==> src/rtl/fetch_unit.sv <==
// PC / fetch sequencer for the 9-bit core: holds the PC and condition flag and runs the IDLE/RUN/DONE program sequence.
// Optional RUN-cycle counter and cycle_count port are enabled by defining FETCH_CYCLE_CNT_EN.
module fetch_unit #(
  parameter int              PC_W       = 10,
  parameter logic [PC_W-1:0] START_ADDR = '0
) (
  input  logic            Clk,
  input  logic            Reset,
  input  logic            Start,
  input  logic            jump_en,
  input  logic            branch_en,
  input  logic            flag_write,
  input  logic            flag_in,
  input  logic            halt,
  input  logic [PC_W-1:0] target,
  input  logic [7:0]      offset,
  output logic [PC_W-1:0] pc,
  output logic            flag_q,
  output logic            running,
  output logic            Done
`ifdef FETCH_CYCLE_CNT_EN
  ,
  output logic [15:0]     cycle_count
`endif
);

  typedef enum logic [1:0] {
    IDLE = 2'd0,
    RUN  = 2'd1,
    DONE = 2'd2
  } state_t;

  state_t          state;
  state_t          state_nxt;
  logic [PC_W-1:0] pc_nxt;
  logic            flag_nxt;
  logic [PC_W-1:0] off_ext;

  // Signed cast sign-extends the displacement; the add then wraps modulo 2^PC_W.
  assign off_ext = PC_W'($signed(offset));

  always_ff @(posedge Clk or posedge Reset) begin
    if (Reset) begin
      state  <= IDLE;
      pc     <= START_ADDR;
      flag_q <= 1'b0;
    end else begin
      state  <= state_nxt;
      pc     <= pc_nxt;
      flag_q <= flag_nxt;
    end
  end

  always_comb begin
    state_nxt = state;
    pc_nxt    = pc;
    flag_nxt  = flag_q;
    case (state)
      IDLE, DONE: begin
        if (Start) begin
          state_nxt = RUN;
          pc_nxt    = START_ADDR;
          flag_nxt  = 1'b0;
        end
      end
      RUN: begin
        // Branch tests the pre-edge flag, so a same-cycle compare is not seen.
        if (flag_write) flag_nxt = flag_in;
        if (halt)                       state_nxt = DONE;
        else if (jump_en)               pc_nxt = target;
        else if (branch_en && flag_q)   pc_nxt = pc + off_ext;
        else                            pc_nxt = pc + PC_W'(1);
      end
      default: state_nxt = IDLE;
    endcase
  end

  assign running = (state == RUN);
  assign Done    = (state == DONE);

`ifdef FETCH_CYCLE_CNT_EN
  always_ff @(posedge Clk or posedge Reset) begin
    if (Reset) begin
      cycle_count <= 16'd0;
    end else if (state != RUN) begin
      if (Start) cycle_count <= 16'd0;
    end else if (cycle_count != 16'hFFFF) begin
      cycle_count <= cycle_count + 16'd1;
    end
  end
`endif

endmodule
==> config.mk <==
export PLATFORM = sky130hd
export DESIGN_NAME = fetch_unit
export DESIGN_NICKNAME = d
export VERILOG_FILES = /design/src/rtl/fetch_unit.sv
export SDC_FILE = /design/constraint.sdc
export NUM_CORES = 1
export LEC_CHECK = 0
export ABC_AREA = 1
export ABC_CLOCK_PERIOD_IN_PS = 4000
export BUFFER_PORTS_ARGS = -buffer_cell sky130_fd_sc_hd__clkbuf_2
export CAP_MARGIN = 25
export CORE_MARGIN = 2
export CORE_UTILIZATION = 40
export DETAILED_ROUTE_END_ITERATION = 10
export PLACE_DENSITY = 0.66
export REMOVE_ABC_BUFFERS = 1
export SETUP_SLACK_MARGIN = 0.1
export SLEW_MARGIN = 30
export SYNTH_ARGS = -nofsm -noshare
export SYNTH_HDL_FRONTEND = slang
export SYNTH_SLANG_ARGS = --single-unit
==> constraint.sdc <==
create_clock -name Clk -period 4 [get_ports Clk]
set_input_delay 0.2 -clock Clk [delete_from_list [all_inputs] [get_ports Clk]]
set_output_delay 0.2 -clock Clk [all_outputs]
set_load 0.02 [all_outputs]
**Word-level counts from Yosys, hierarchy flattened**

Cells that the tools add are included.

- Reductions and logical operators: 7
- $add $sub $neg: 2
- Multiplexer cells: 11
- Eq/ne operators: 6

Operators with widths:

| operator | count |
|---|---|
| 2-to-1 mux 10 bit | 4 |
| one-hot mux 10 bit (2 select lines) | 1 |
| adder 10 x 1 -> 10 bit, second input constant | 1 |
| adder 10 bit | 1 |
| inequality test 2 bit, second input constant | 4 |
| AND reduction 3 bit | 2 |
| 2-to-1 mux 2 bit | 2 |
| one-hot mux 2 bit (2 select lines) | 1 |
| equality test 2 x 1 -> 1 bit, second input constant | 1 |
| equality test 2 bit, second input constant | 1 |
| zero test 2 bit | 1 |
| 2-to-1 mux 1 bit | 2 |
| one-hot mux 1 bit (2 select lines) | 1 |
| AND reduction 2 bit | 1 |
| nonzero test 2 bit | 1 |
| OR reduction 2 bit | 1 |
| logical AND 1 bit | 1 |

- Output and inout bits: 13
- Bits in registers: 13

**Depth between registers and ports, before layout**

- Depth in word-level cells: 5
- Depth in mapped cells: 13

**Worst setup path before layout**

No wires, ideal clock.

- Path kind: reg-to-reg
- Start point: register flag_q
- End point: register pc[8]
- Setup slack: 1,885 ps
- Clock period less this slack: 2,115 ps
- Stages on the path, launching flop included: 13
- Arrival: 1,999 ps
- Buffers on the path: 0
- Cell sequence: dfrtp_1 nand2_2 or2_2 ha_1 fa_1 nand2_1 nand2_1 nand3_1 nand2_1 nand2_1 nand3_1 nand2_1 nand2_1

- Word-level cells in the longest chain between the ends: 5

Ends and longest elaborated chain:

| element | RTL line | RTL |
|---|---|---|
| start: declaration | 18 | `output logic flag_q,` |
| start signal: assignment | 50 | `flag_q <= flag_nxt;` |
| logical AND 1 bit | 71 | `else if (branch_en && flag_q) pc_nxt = pc + off_ext;` |
| 2-to-1 mux 10 bit | 71 |  |
| 2-to-1 mux 10 bit | 70 | `else if (jump_en) pc_nxt = target;` |
| 2-to-1 mux 10 bit | 69 | `if (halt) state_nxt = DONE;` |
| one-hot mux 10 bit (2 select lines) | 58 | `case (state)` |
| end signal: assignment | 49 | `pc <= pc_nxt;` |
| end: declaration | 17 | `output logic [PC_W-1:0] pc,` |

No other way between the ends. The select of a mux whose other input is x is not followed.
A chain may end at the register's enable or synchronous reset.

**Final worst setup path**

Same ends and word-level chain as after synthesis.

==> impl_results.md <==
* Core Area at 2780 µm²
* I/O pin count at 39
* Hold Startpoint: Start
* Slew headroom at 64.1%
* Postcts setup bufs at 0
* Latest clock arrival within the worst-skew pair at 290 ps
* FF+latch count, synth at 13
* Number of DRC markers in iteration 0 at 20
* Fin Clk Skew at 17.7 ps
* Status: completed
* Max-cap viol count at 0
* Avg Inst Size Synth at 6.52 µm²
* Gr usage total at 18.8%
* Total gr overflow at 0
* CP peak stage delay at 440 ps
* Crit path DAT at 2430 ps
* DR WL/cell at 11.2 µm
* Initial Util at 42.2%
* Number of buffers created by CTS at 3
* Synth cell types at 25
* Syn Std Cell Area at 1170 µm²
* Synth Area in Adders at 11.3%
* CTS root buf: clkbuf_4
* Hold depth at 2
* Via-per-instance ratio at 4.95
* Synth top area share at 27.7%
* Detailed Route WL at 2.83 mm
* GP Congestion at 0.827
* Placed Area at 1380 µm²
* Initial antenna violation count at 0
* Bufs on Longest Clock Path at 2
* Synth Area in Compound Gates at 8.64%
* Combinational family with the most area after synthesis: simple AND/OR/NAND/NOR gates
* Worst-path maximum fanout at 8
* # resized after CTS at 0
* Min-Delay Path Class: in2reg
* Post-Synth XOR/XNOR Area at 0.746%
* First-pass GRT wire length at 4.87 mm
* H-tree depth at 1
* Area contributors post-synth: dfrtp_1 (28%), nand2_1 (19%), ha_1 (9.6%)
* Antenna Cells at 0
* Via Count at 1247
* Filler cells at 311
* Pre-Repair DR Iteration Count at 4
* CTS clock-pin slew for the worst setup and hold paths at 110 ps
* Die width at 58.2 µm
* Worst flop-to-flop path startpoint: flag_q
* Full die area at 3380 µm²
* PortBufs at 38
* Leak Pwr at 0.000866 µW
* Setup crit start: flag_q
* Worst slew pin tran at 537 ps
* Startpoint types: flop
* Row count at 19
* Pwr dens at 452 nW/µm²
* CP required at 4180 ps
* CTS tree: yes
* Setup tns final at 0 ps
* DRC violations left at 0
* Multiplexer share of the synthesized area at 0%
* Critical path type: reg2reg
* Crit end category: flop
* Unrepaired setup endpoints after global routing: false
* VDD IR max at 0.383 mV
* Die H at 58.2 µm
* Hold Vio Cnt, Final at 0
* Sequential-to-total area share from yosys stat at 27.7%
* Ys Warns at 0
* Layout cells sized above 1 at 24.9%
* Layout area overhead at 21.1%
* Clk sinks at 13
* Largest net degree at the start of global routing at 17
* Share of the clock period used by the worst path at 56.3%
* R2R cell count at 12
* Nets@finish at 258
* Final setup violation count at 0
* Simple-gate share of the synthesized area at 42.6%
* DP HPWL at 2.19 mm
* Slowest-stage cell, CP: dfrtp_1
* Slew Viols, Final at 0
* Non-Filler Cell Area, Final at 1420 µm²
* CP cell instances: nand2_2, or2_2, ha_1, fa_1, nand2_1, nand2_1, nand3_1, nand2_1, nand2_1, nand3_1, nand2_1, nand2_1
* Syn Inst Count at 180
* Vias in the first global route at 1165
* Max Fclk at 0.444 GHz
* Crit path time final at 2250 ps
* Most Frequent Cell on Critical Path: nand2_1
* Synth area leader: dfrtp_1
* Post-DRT Antenna Nets at 0
[layout by cell type (no fill, tap or decap), types with 2 or more instances in the layout]
| master | instances |
|---|---|
| a21oi_1 | 5 |
| clkbuf_2 | 38 |
| clkbuf_4 | 3 |
| dfrtp_1 | 13 |
| ha_1 | 9 |
| inv_1 | 22 |
| nand2_1 | 58 |
| nand2_2 | 2 |
| nand2_4 | 2 |
| nand3_1 | 16 |
| nand4_1 | 2 |
| nor2_1 | 28 |
| nor2_2 | 2 |
| o21ai_0 | 4 |
| o31ai_1 | 3 |
| or2_2 | 3 |
[area by class of cell]
cell class | count | area (µm²) | share of cell area (%)
Timing Repair Buffer | 39 | 200 | 14.1
Sequential cell | 13 | 325 | 22.9
Tap cell | 31 | 38.8 | 2.73
Inverter | 23 | 86.3 | 6.07
Multi-Input combinational cell | 142 | 743 | 52.3
Clock inverter | 1 | 5.00 | 0.352
Clock buffer | 3 | 22.5 | 1.58
[per-stage QoR]
stage                     utilization (%)  setup WS [ps]  hold WS [ps]  total power, µW  instances
after floorplan                         -           1870          77.0              456        178
after global placement               49.8           1890           268              553        247
after detailed placement             49.8           1810           257              557        247
after CTS                            51.1           1770          91.7              649        252
after global routing                 51.1           1530           105              699        252
final                                51.1           1750          89.5              643        252
[critical path, delay by kind of cell, from the launching register on]
family	cells	cell delay (ps)
adder cells (fa/ha/maj)	2	610
flip-flops	1	440
AND/OR/NAND/NOR	10	1080
[kinds of logic (layout without fill, tap and decap cells)]
group,Yosys count,count (layout)
flip-flops,13,13
buffers and inverters,25,66
AO/OA/AOI/OAI,16,16
AND/OR/NAND/NOR,115,115
adder cells (fa/ha/maj),10,10
XOR/XNOR,1,1
[path summary, 6_finish.rpt]
| kind | slack [ps] | to |
|---|---|---|
| worst max-delay path | 1750 | pc[8] |
| worst min-delay path | 90 | state[1] |
| worst max register to register | 1750 | pc[8] |
| worst min register to register | 520 | pc[6] |
| max in group asynchronous | 3170 | pc[5] |
| min in group asynchronous | 460 | pc[9] |
[power breakdown]
| part | internal (µW) | switching, µW |
|---|---|---|
| logic | 128 | 221 |
| clock network | 37.2 | 53.2 |
| registers | 168 | 35.1 |
| total | 334 | 309 |
[layer usage]
metal | GRT usage [%] | share of wire (%) | vias up
li1 | - | - | 650
met1 | 23.6 | 48 | 560
met2 | 31.8 | 45 | 35
met3 | 4.69 | 6.1 | 2
met4 | 5.32 | 0.60 | 0
met5 | 0 | 0 | -
[Yosys cell counts]
master / instances
dfrtp_1: 13
a21oi_2: 1
o21ai_0: 4
buf_6: 1
nor2_1: 28
nor2_4: 1
ha_1: 9
nand2_4: 2
buf_4: 1
nand3b_1: 1
o31ai_1: 3
or2_2: 3
nand4_1: 2
nor2_2: 2
o2111ai_1: 1
xor2_1: 1
fa_1: 1
inv_1: 22
nand2_2: 2
a21oi_1: 5
o21a_1: 1
nand2_1: 58
inv_2: 1
a21o_2: 1
nand3_1: 16
[what timing repair did]
| action | in CTS | in global routing |
|---|---|---|
| hold endpoints to repair | 13 | 0 |
| setup endpoints to repair | 0 | 0 |
| hold buffers | 1 | 0 |
[registers in the layout (all words and copies together), names as in the netlist]
register	cells
pc	10
flag_q	1
state	2
(Power assumes the default switching activity.)
